===== config.mk =====
export PLATFORM = sky130hd
export DESIGN_NAME = mem_port_arbiter_flat
export DESIGN_NICKNAME = d
export VERILOG_FILES = /design/src/rtl/mem_port_arbiter_if.sv /design/src/rtl/mem_port_arbiter.sv /design/src/flat_wrapper.sv
export SDC_FILE = /design/constraint.sdc
export NUM_CORES = 1
export LEC_CHECK = 0
export ABC_AREA = 1
export ABC_CLOCK_PERIOD_IN_PS = 2600
export BUFFER_PORTS_ARGS = -buffer_cell sky130_fd_sc_hd__clkbuf_2
export CORE_AREA = 4 4 108 110
export CTS_CLUSTER_SIZE = 28
export DETAILED_ROUTE_END_ITERATION = 8
export DIE_AREA = 0 0 112 114
export PLACE_DENSITY = 0.76
export SKIP_CTS_REPAIR_TIMING = 1
export SLEW_MARGIN = 20
export SYNTH_ARGS = -nofsm -noshare
export SYNTH_HDL_FRONTEND = slang
export SYNTH_SLANG_ARGS = --single-unit

===== constraint.sdc =====
create_clock -name clk -period 2.6 [get_ports clk]
set_input_delay 0.13 -clock clk [delete_from_list [all_inputs] [get_ports clk]]
set_output_delay 0.13 -clock clk [all_outputs]
set_load 0.005 [all_outputs]

===== src/rtl/mem_port_arbiter_if.sv =====
// Signal bundle between the fetch/data requesters, the arbiter and the
// shared memory port. The arbiter uses the slave view; the environment
// (requesters plus memory model) uses the master view.
interface mem_port_arbiter_if;
  // instruction-fetch requester
  logic [31:0] imem_addr;
  logic [3:0]  imem_rmask;
  logic [31:0] imem_rdata;
  logic        imem_resp;
  // data requester
  logic [31:0] dmem_addr;
  logic [3:0]  dmem_rmask;
  logic [3:0]  dmem_wmask;
  logic [31:0] dmem_wdata;
  logic [31:0] dmem_rdata;
  logic        dmem_resp;
  // shared memory port
  logic [31:0] mem_addr;
  logic [3:0]  mem_rmask;
  logic [3:0]  mem_wmask;
  logic [31:0] mem_wdata;
  logic [31:0] mem_rdata;
  logic        mem_resp;

  modport slave (
    input  imem_addr, imem_rmask,
    input  dmem_addr, dmem_rmask, dmem_wmask, dmem_wdata,
    input  mem_rdata, mem_resp,
    output imem_rdata, imem_resp,
    output dmem_rdata, dmem_resp,
    output mem_addr, mem_rmask, mem_wmask, mem_wdata
  );

  modport master (
    output imem_addr, imem_rmask,
    output dmem_addr, dmem_rmask, dmem_wmask, dmem_wdata,
    output mem_rdata, mem_resp,
    input  imem_rdata, imem_resp,
    input  dmem_rdata, dmem_resp,
    input  mem_addr, mem_rmask, mem_wmask, mem_wdata
  );
endinterface


===== src/rtl/mem_port_arbiter.sv =====
// Two-requester arbiter (instruction fetch, data) in front of one shared
// memory port. One access in flight at a time; ties resolved round-robin.
// Request fields are captured at grant so requesters may change them once
// their resp has been seen.
module mem_port_arbiter (
  input  logic              clk,
  input  logic              rst,
  mem_port_arbiter_if.slave bus
);

  typedef enum logic [1:0] {IDLE, ISSUE, WAIT} state_t;
  typedef enum logic       {GRANT_I, GRANT_D}  side_t;

  state_t      state;
  side_t       last_grant;   // also identifies the in-flight side in ISSUE/WAIT
  logic [31:0] cap_addr;
  logic [31:0] cap_wdata;
  logic [3:0]  out_rmask;    // captured masks, nonzero only during ISSUE
  logic [3:0]  out_wmask;

  logic i_pend;
  logic d_pend;
  logic grant_d;
  logic done;

  assign i_pend = |bus.imem_rmask;
  assign d_pend = |(bus.dmem_rmask | bus.dmem_wmask);

  // Round-robin: on a tie, serve the side that was not granted last.
  always_comb begin
    grant_d = d_pend && (!i_pend || (last_grant == GRANT_I));
  end

  // An access completes when memory responds while one is outstanding;
  // a stray mem_resp in IDLE is dropped here.
  assign done = (state != IDLE) && bus.mem_resp;

  // Grant/issue/wait sequencing with request capture and registered masks.
  // NOTE: reset is in the sensitivity list so the port goes quiet the moment
  // rst rises, abandoning any access without waiting for a clock edge.
  always_ff @(posedge clk or posedge rst) begin
    if (rst) begin
      state      <= IDLE;
      last_grant <= GRANT_I;
      cap_addr   <= '0;
      cap_wdata  <= '0;
      out_rmask  <= '0;
      out_wmask  <= '0;
    end else begin
      // NOTE: non-blocking assignments keep every register update in this
      // block based on pre-edge values, independent of statement order.
      case (state)
        IDLE: begin
          if (i_pend || d_pend) begin
            state <= ISSUE;
            if (grant_d) begin
              last_grant <= GRANT_D;
              cap_addr   <= bus.dmem_addr;
              cap_wdata  <= bus.dmem_wdata;
              out_rmask  <= bus.dmem_rmask;
              out_wmask  <= bus.dmem_wmask;
            end else begin
              last_grant <= GRANT_I;
              cap_addr   <= bus.imem_addr;
              cap_wdata  <= '0;
              out_rmask  <= bus.imem_rmask;
              out_wmask  <= '0;
            end
          end
        end
        ISSUE: begin
          out_rmask <= '0;
          out_wmask <= '0;
          state     <= bus.mem_resp ? IDLE : WAIT;
        end
        WAIT: begin
          if (bus.mem_resp) state <= IDLE;
        end
        default: state <= IDLE;
      endcase
    end
  end

  assign bus.mem_addr   = cap_addr;
  assign bus.mem_wdata  = cap_wdata;
  assign bus.mem_rmask  = out_rmask;
  assign bus.mem_wmask  = out_wmask;

  assign bus.imem_rdata = bus.mem_rdata;
  assign bus.dmem_rdata = bus.mem_rdata;
  assign bus.imem_resp  = done && (last_grant == GRANT_I);
  assign bus.dmem_resp  = done && (last_grant == GRANT_D);

endmodule


===== src/flat_wrapper.sv =====
// flat-port wrapper written by rule: the top's interface ports become plain ports
module mem_port_arbiter_flat 
  (clk, rst, bus_imem_addr, bus_imem_rmask, bus_dmem_addr, bus_dmem_rmask, bus_dmem_wmask, bus_dmem_wdata, bus_mem_rdata, bus_mem_resp, bus_imem_rdata, bus_imem_resp, bus_dmem_rdata, bus_dmem_resp, bus_mem_addr, bus_mem_rmask, bus_mem_wmask, bus_mem_wdata);
  mem_port_arbiter_if bus_i ();
  input  logic clk;
  input  logic rst;
  input wire logic [$bits(bus_i.imem_addr)-1:0] bus_imem_addr;
  input wire logic [$bits(bus_i.imem_rmask)-1:0] bus_imem_rmask;
  input wire logic [$bits(bus_i.dmem_addr)-1:0] bus_dmem_addr;
  input wire logic [$bits(bus_i.dmem_rmask)-1:0] bus_dmem_rmask;
  input wire logic [$bits(bus_i.dmem_wmask)-1:0] bus_dmem_wmask;
  input wire logic [$bits(bus_i.dmem_wdata)-1:0] bus_dmem_wdata;
  input wire logic [$bits(bus_i.mem_rdata)-1:0] bus_mem_rdata;
  input wire logic [$bits(bus_i.mem_resp)-1:0] bus_mem_resp;
  output wire logic [$bits(bus_i.imem_rdata)-1:0] bus_imem_rdata;
  output wire logic [$bits(bus_i.imem_resp)-1:0] bus_imem_resp;
  output wire logic [$bits(bus_i.dmem_rdata)-1:0] bus_dmem_rdata;
  output wire logic [$bits(bus_i.dmem_resp)-1:0] bus_dmem_resp;
  output wire logic [$bits(bus_i.mem_addr)-1:0] bus_mem_addr;
  output wire logic [$bits(bus_i.mem_rmask)-1:0] bus_mem_rmask;
  output wire logic [$bits(bus_i.mem_wmask)-1:0] bus_mem_wmask;
  output wire logic [$bits(bus_i.mem_wdata)-1:0] bus_mem_wdata;
  assign bus_i.imem_addr = bus_imem_addr;
  assign bus_i.imem_rmask = bus_imem_rmask;
  assign bus_i.dmem_addr = bus_dmem_addr;
  assign bus_i.dmem_rmask = bus_dmem_rmask;
  assign bus_i.dmem_wmask = bus_dmem_wmask;
  assign bus_i.dmem_wdata = bus_dmem_wdata;
  assign bus_i.mem_rdata = bus_mem_rdata;
  assign bus_i.mem_resp = bus_mem_resp;
  assign bus_imem_rdata = bus_i.imem_rdata;
  assign bus_imem_resp = bus_i.imem_resp;
  assign bus_dmem_rdata = bus_i.dmem_rdata;
  assign bus_dmem_resp = bus_i.dmem_resp;
  assign bus_mem_addr = bus_i.mem_addr;
  assign bus_mem_rmask = bus_i.mem_rmask;
  assign bus_mem_wmask = bus_i.mem_wmask;
  assign bus_mem_wdata = bus_i.mem_wdata;
  mem_port_arbiter u_core (.clk(clk), .rst(rst), .bus(bus_i));
endmodule

# == After elaboration in Yosys (flattened, before gate mapping) ==
# Cells that the tools add are included.
# op_classes
muxes,13
n_bitwise,2
reduce_logical,15
eq_ne,4
# ops
op,n
32-bit 2-to-1 mux,2
4-bit 2-to-1 mux,4
4-bit case mux with 2 select lines,2
4-bit OR reduction,2
2-bit 2-to-1 mux,3
2-bit case mux with 3 select lines,1
2-bit AND reduction,3
1-bit logical AND,4
4-bit OR,1
2-bit nonzero test,2
"2-bit by 1-bit == test with 1-bit output, second input constant",1
"2-bit == test, second input constant",1
2-bit zero test,1
1-bit logical OR,2
"2-bit by 1-bit inequality test with 1-bit output, second input constant",1
"2-bit inequality test, second input constant",1
1-bit zero test,1
1-bit 2-to-1 mux,1
1-bit inverter,1
# totals
ff_bits,75
inputBits,143
out_inout_bits,138

# == Logic depth before layout (Yosys ltp) ==
# depth
ltp_word,7
mapped_depth,9
mapped_depth_nobuf,7

# == Worst setup path before layout ==
# No wires, ideal clock.
# synth_path
path_type,reg-to-reg
startpoint,register u_core.state[0]
endpoint,register u_core.out_rmask[0] (netlist: u_core.bus.mem_rmask[0])
arrival_time_ns,1.122
path_stages_with_launch,7
setup_ns,0.065
period_less_slack_ns,1.187
slack_ns,1.413
required_time_ns,2.535
path_cell_list,dfrtp_1 > nor2_2 > inv_2 > a21oi_4 > buf_2 > nand3_1 > nand2_1
# synth_via
elab_chain_cells,3
elab_cells_between_ends,6
classes_between,2 x eq/ne; 1 x mux; 3 x reduce/logical
# synth_rtl
element,line,rtl
"start, declared",mem_port_arbiter.sv:14,state_t state;
"start signal, assigned",mem_port_arbiter.sv:74,state <= bus.mem_resp ? IDLE : WAIT;
2-bit zero test or 2-bit by 1-bit == test with 1-bit output (tied branches),mem_port_arbiter.sv:52,case (state)
2-bit by 1-bit inequality test with 1-bit output (no line) or 2-bit nonzero test (tied branches),-,
2-bit AND reduction (no line),-,
"end signal, assigned",mem_port_arbiter.sv:60,out_rmask <= bus.dmem_rmask;
"end signal, assigned",mem_port_arbiter.sv:66,out_rmask <= bus.imem_rmask;
"end, declared",mem_port_arbiter.sv:18,logic [3:0] out_rmask;
# Parallel ways exist; a longest one is shown, timed or not.
# A chain may end at the register's enable or synchronous reset.

# == Final worst setup path ==
# layout_path
startpoint,register u_core.last_grant
endpoint,register u_core.cap_wdata[8] (netlist: u_core.bus.mem_wdata[8])
# layout_via
elab_chain_cells,4
# layout_rtl
element,line,rtl
"start, declared",mem_port_arbiter.sv:15,side_t last_grant;
"start signal, assigned",mem_port_arbiter.sv:44,last_grant <= GRANT_I;
"start signal, assigned",mem_port_arbiter.sv:57,last_grant <= GRANT_D;
"start signal, assigned",mem_port_arbiter.sv:63,last_grant <= GRANT_I;
1-bit inverter,mem_port_arbiter.sv:31,grant_d = d_pend && (!i_pend || (last_grant == GRANT_I));
1-bit logical OR,mem_port_arbiter.sv:31,
1-bit logical AND,mem_port_arbiter.sv:31,
32-bit 2-to-1 mux,mem_port_arbiter.sv:56,if (grant_d) begin
"end signal, assigned",mem_port_arbiter.sv:59,cap_wdata <= bus.dmem_wdata;
"end, declared",mem_port_arbiter.sv:17,logic [31:0] cap_wdata;
# No other way between the ends.

==> metrics.cfg <==
[placement]
hpwl_um=7980
io_buffers=184
routabilityCongestion=0.798
place_ws_ps=755

[run_status]
status=finished with violations
failed_checks=negative hold slack

[synthesis]
syn_area_sq_um=4230
ys.flop_type=dfrtp_1
synth_fp_nets=702
yosys_warnings=0
synth.most_common_cell=nand2_1
ys_ff_latch=75
synth_fa_ha_area_share_pct=0
netlist.area_leader.share_pct=44.4
muxShareOfSynthArea_pct=0
synth_seq_area_share_pct=44.4
yosys.cell_types.count=20
async_flop_share_pct=100
ys_top_cells_by_area=dfrtp_1 (44%), nand2_1 (16%), nand3_1 (14%)
synth_edf_count=0
synth_compound_area_share_pct=0.829
synthCells=559
syn_area_per_cell_sq_um=7.56
yosys.area_share.simple_pct=31.4
synth_top_family_by_area=simple AND/OR/NAND/NOR gates
yosys.area.top_type=dfrtp_1
synth.top_cells.by_count=nand2_1 (179), nand3_1 (116), inv_1 (77)
synth_xor_area_share_pct=0

[die]
dieWidth_um=112
die_area_sq_um=12800
die_y_um=114
ios=281
num_rows=38
core_sq_um=10700
initial_core_util_pct=39.5

[critical_path]
worst_setup_path_end_kind=flip-flop
path_max_fanout=37
cp_top_family=simple AND/OR/NAND/NOR gates
max_stage_delay_ps=460
crit_start=u_core.last_grant
cp.arrival_ps=2010
timing.rr.start=u_core.last_grant
cp_num_buf_inv=1
startpoint_type=flip-flop
reg2reg_slack_ps=860
critPathCapture=u_core.bus.mem_wdata[8]
reg2regPathDepth=5
path_cells=nand2_4, o21ai_4, inv_2, nand3_1, nand2_1
cp.required_ps=2880
reg2reg_to=u_core.bus.mem_wdata[8]
slowest_stage=dfrtp_1
worst-path-stages=5
worst-setup-path-type=flip-flop to flip-flop

[global_route]
antenna_found_initial=0
grt_usage_pct=17.0
first_global_vias=3694
grt_overflow=0
grt_pass1_wl_um=17800
grt_start_max_net_pins=69

[clock_network]
clkSinkCount=75
cts_tree=built
cts_buffer_depth=2
root_buffer=clkbuf_8
clk_pin_slew_ps=90
clock_latency_ps=350
cts_buffers=9
htree_levels=3

[sta]
setup_viol=0
hold_violations=1
finClkSkew_ps=8.99
drv_slew=0
fin_tns_setup_ps=0
fmax_ghz=0.576
fin_ws_ps=863
finalCritPeriodShare_pct=66.8
worst_slew_pin_slew_ps=878
whs_ps=-0.266
slew_headroom_pct=41.4
rsz0062_at_grt=false
fin_crit_ps=1740

[routing]
drt-pass1-iter-count=4
post-route-drc-count=0
via_count=3770
wl_per_cell_um=13.4
final_antenna_net_count=0
viasPerCell=4.61
drtIter0Drc=284
routed_wl_um=10900

[run]
drv_cap=0

[pwr]
leakage_uw=0.00311
power_uw=5570
peakVddDrop_mv=0.628
power_density_nw_per_um2=1110

[finish]
area_growth_pct=18.1
fillCellCount=1104
insertedDiodeCount=0
post-route-util_pct=46.7
num-nets-final=815
drive_gt1_share_pct=32.2

[hold_path]
hold_class=input pin to flip-flop

-- per-layer routing --
metal  track usage (%)  share of wire, %  up-vias
li1                  -                 -     1862
met1              21.1                41     1710
met2              28.4                48      160
met3              4.51               7.9       38
met4              6.33               2.5        0
met5                 0                 0        -
-- flip-flops by register name, summed over array words and instances (netlist names) --
name / count
u_core.bus.mem_addr: 32
u_core.bus.mem_rmask: 4
u_core.bus.mem_wdata: 32
u_core.bus.mem_wmask: 4
u_core.last_grant: 1
u_core.state: 2
-- worst min-delay path by stage --
stage,startpoint,endpoint,slack (ps),depth (start not counted)
after floorplan,bus_dmem_wdata[0],u_core.bus.mem_wdata[0],270,2
after global placement,bus_mem_rdata[20],bus_dmem_rdata[20],260,0
after detailed placement,bus_mem_rdata[20],bus_dmem_rdata[20],260,0
after CTS,rst,u_core.bus.mem_addr[14],-60,2
after global routing,bus_dmem_wdata[2],u_core.bus.mem_wdata[2],3,3
final,bus_dmem_wdata[21],u_core.bus.mem_wdata[21],-0.3,3
-- worst register-to-register path: cells and delay by family, from the launching register on --
| kind | cells | cell delay, ps |
|---|---|---|
| AOI/OAI and AO/OA | 1 | 130 |
| and+or+nand+nor | 3 | 620 |
| DFF | 1 | 460 |
| buffers and inverters | 1 | 460 |
-- cells in the final DEF (no fill, tap or decap), drive strengths merged --
cell,synthesis,routed
clkbuf,2,193
nor2,8,8
nand3,116,116
nor3,1,1
bufinv,0,3
nand2,182,182
o21ai,2,2
nor3b,1,1
dfrtp,75,75
clkinv,0,2
buf,90,6
clkinvlp,0,1
a21oi,2,2
dlygate4sd3,0,4
inv,80,81
-- power breakdown --
part           internal [uW]  switching (uW)
Sequential              1710             305
Combinational            945            1500
Clock                    646             468
-- layout make-up --
type | instances | area (sq um) | area share, %
clock buffer | 9 | 124 | 2.48
timing repair buffer | 194 | 1020 | 20.4
clock inverter | 7 | 124 | 2.48
sequential | 75 | 1880 | 37.6
multi-input combinational | 312 | 1370 | 27.5
inverter | 80 | 302 | 6.04
tap | 140 | 175 | 3.51
-- metrics by stage --
stage / instance area [sq um] / instances / hold slack [ps]
finish: 4990 / 817 / -0.266
global route: 4990 / 817 / 3.07
CTS: 4950 / 813 / -62.1
detailed placement: 4710 / 797 / 260
global placement: 4710 / 797 / 260
floorplan: 4230 / 559 / 268
-- logic make-up after synthesis --
group / count (synthesis)
simple gates: 308
compound gates: 4
buf+inv: 172
flops: 75
No activity file was read; power rests on OpenSTA's default activity.
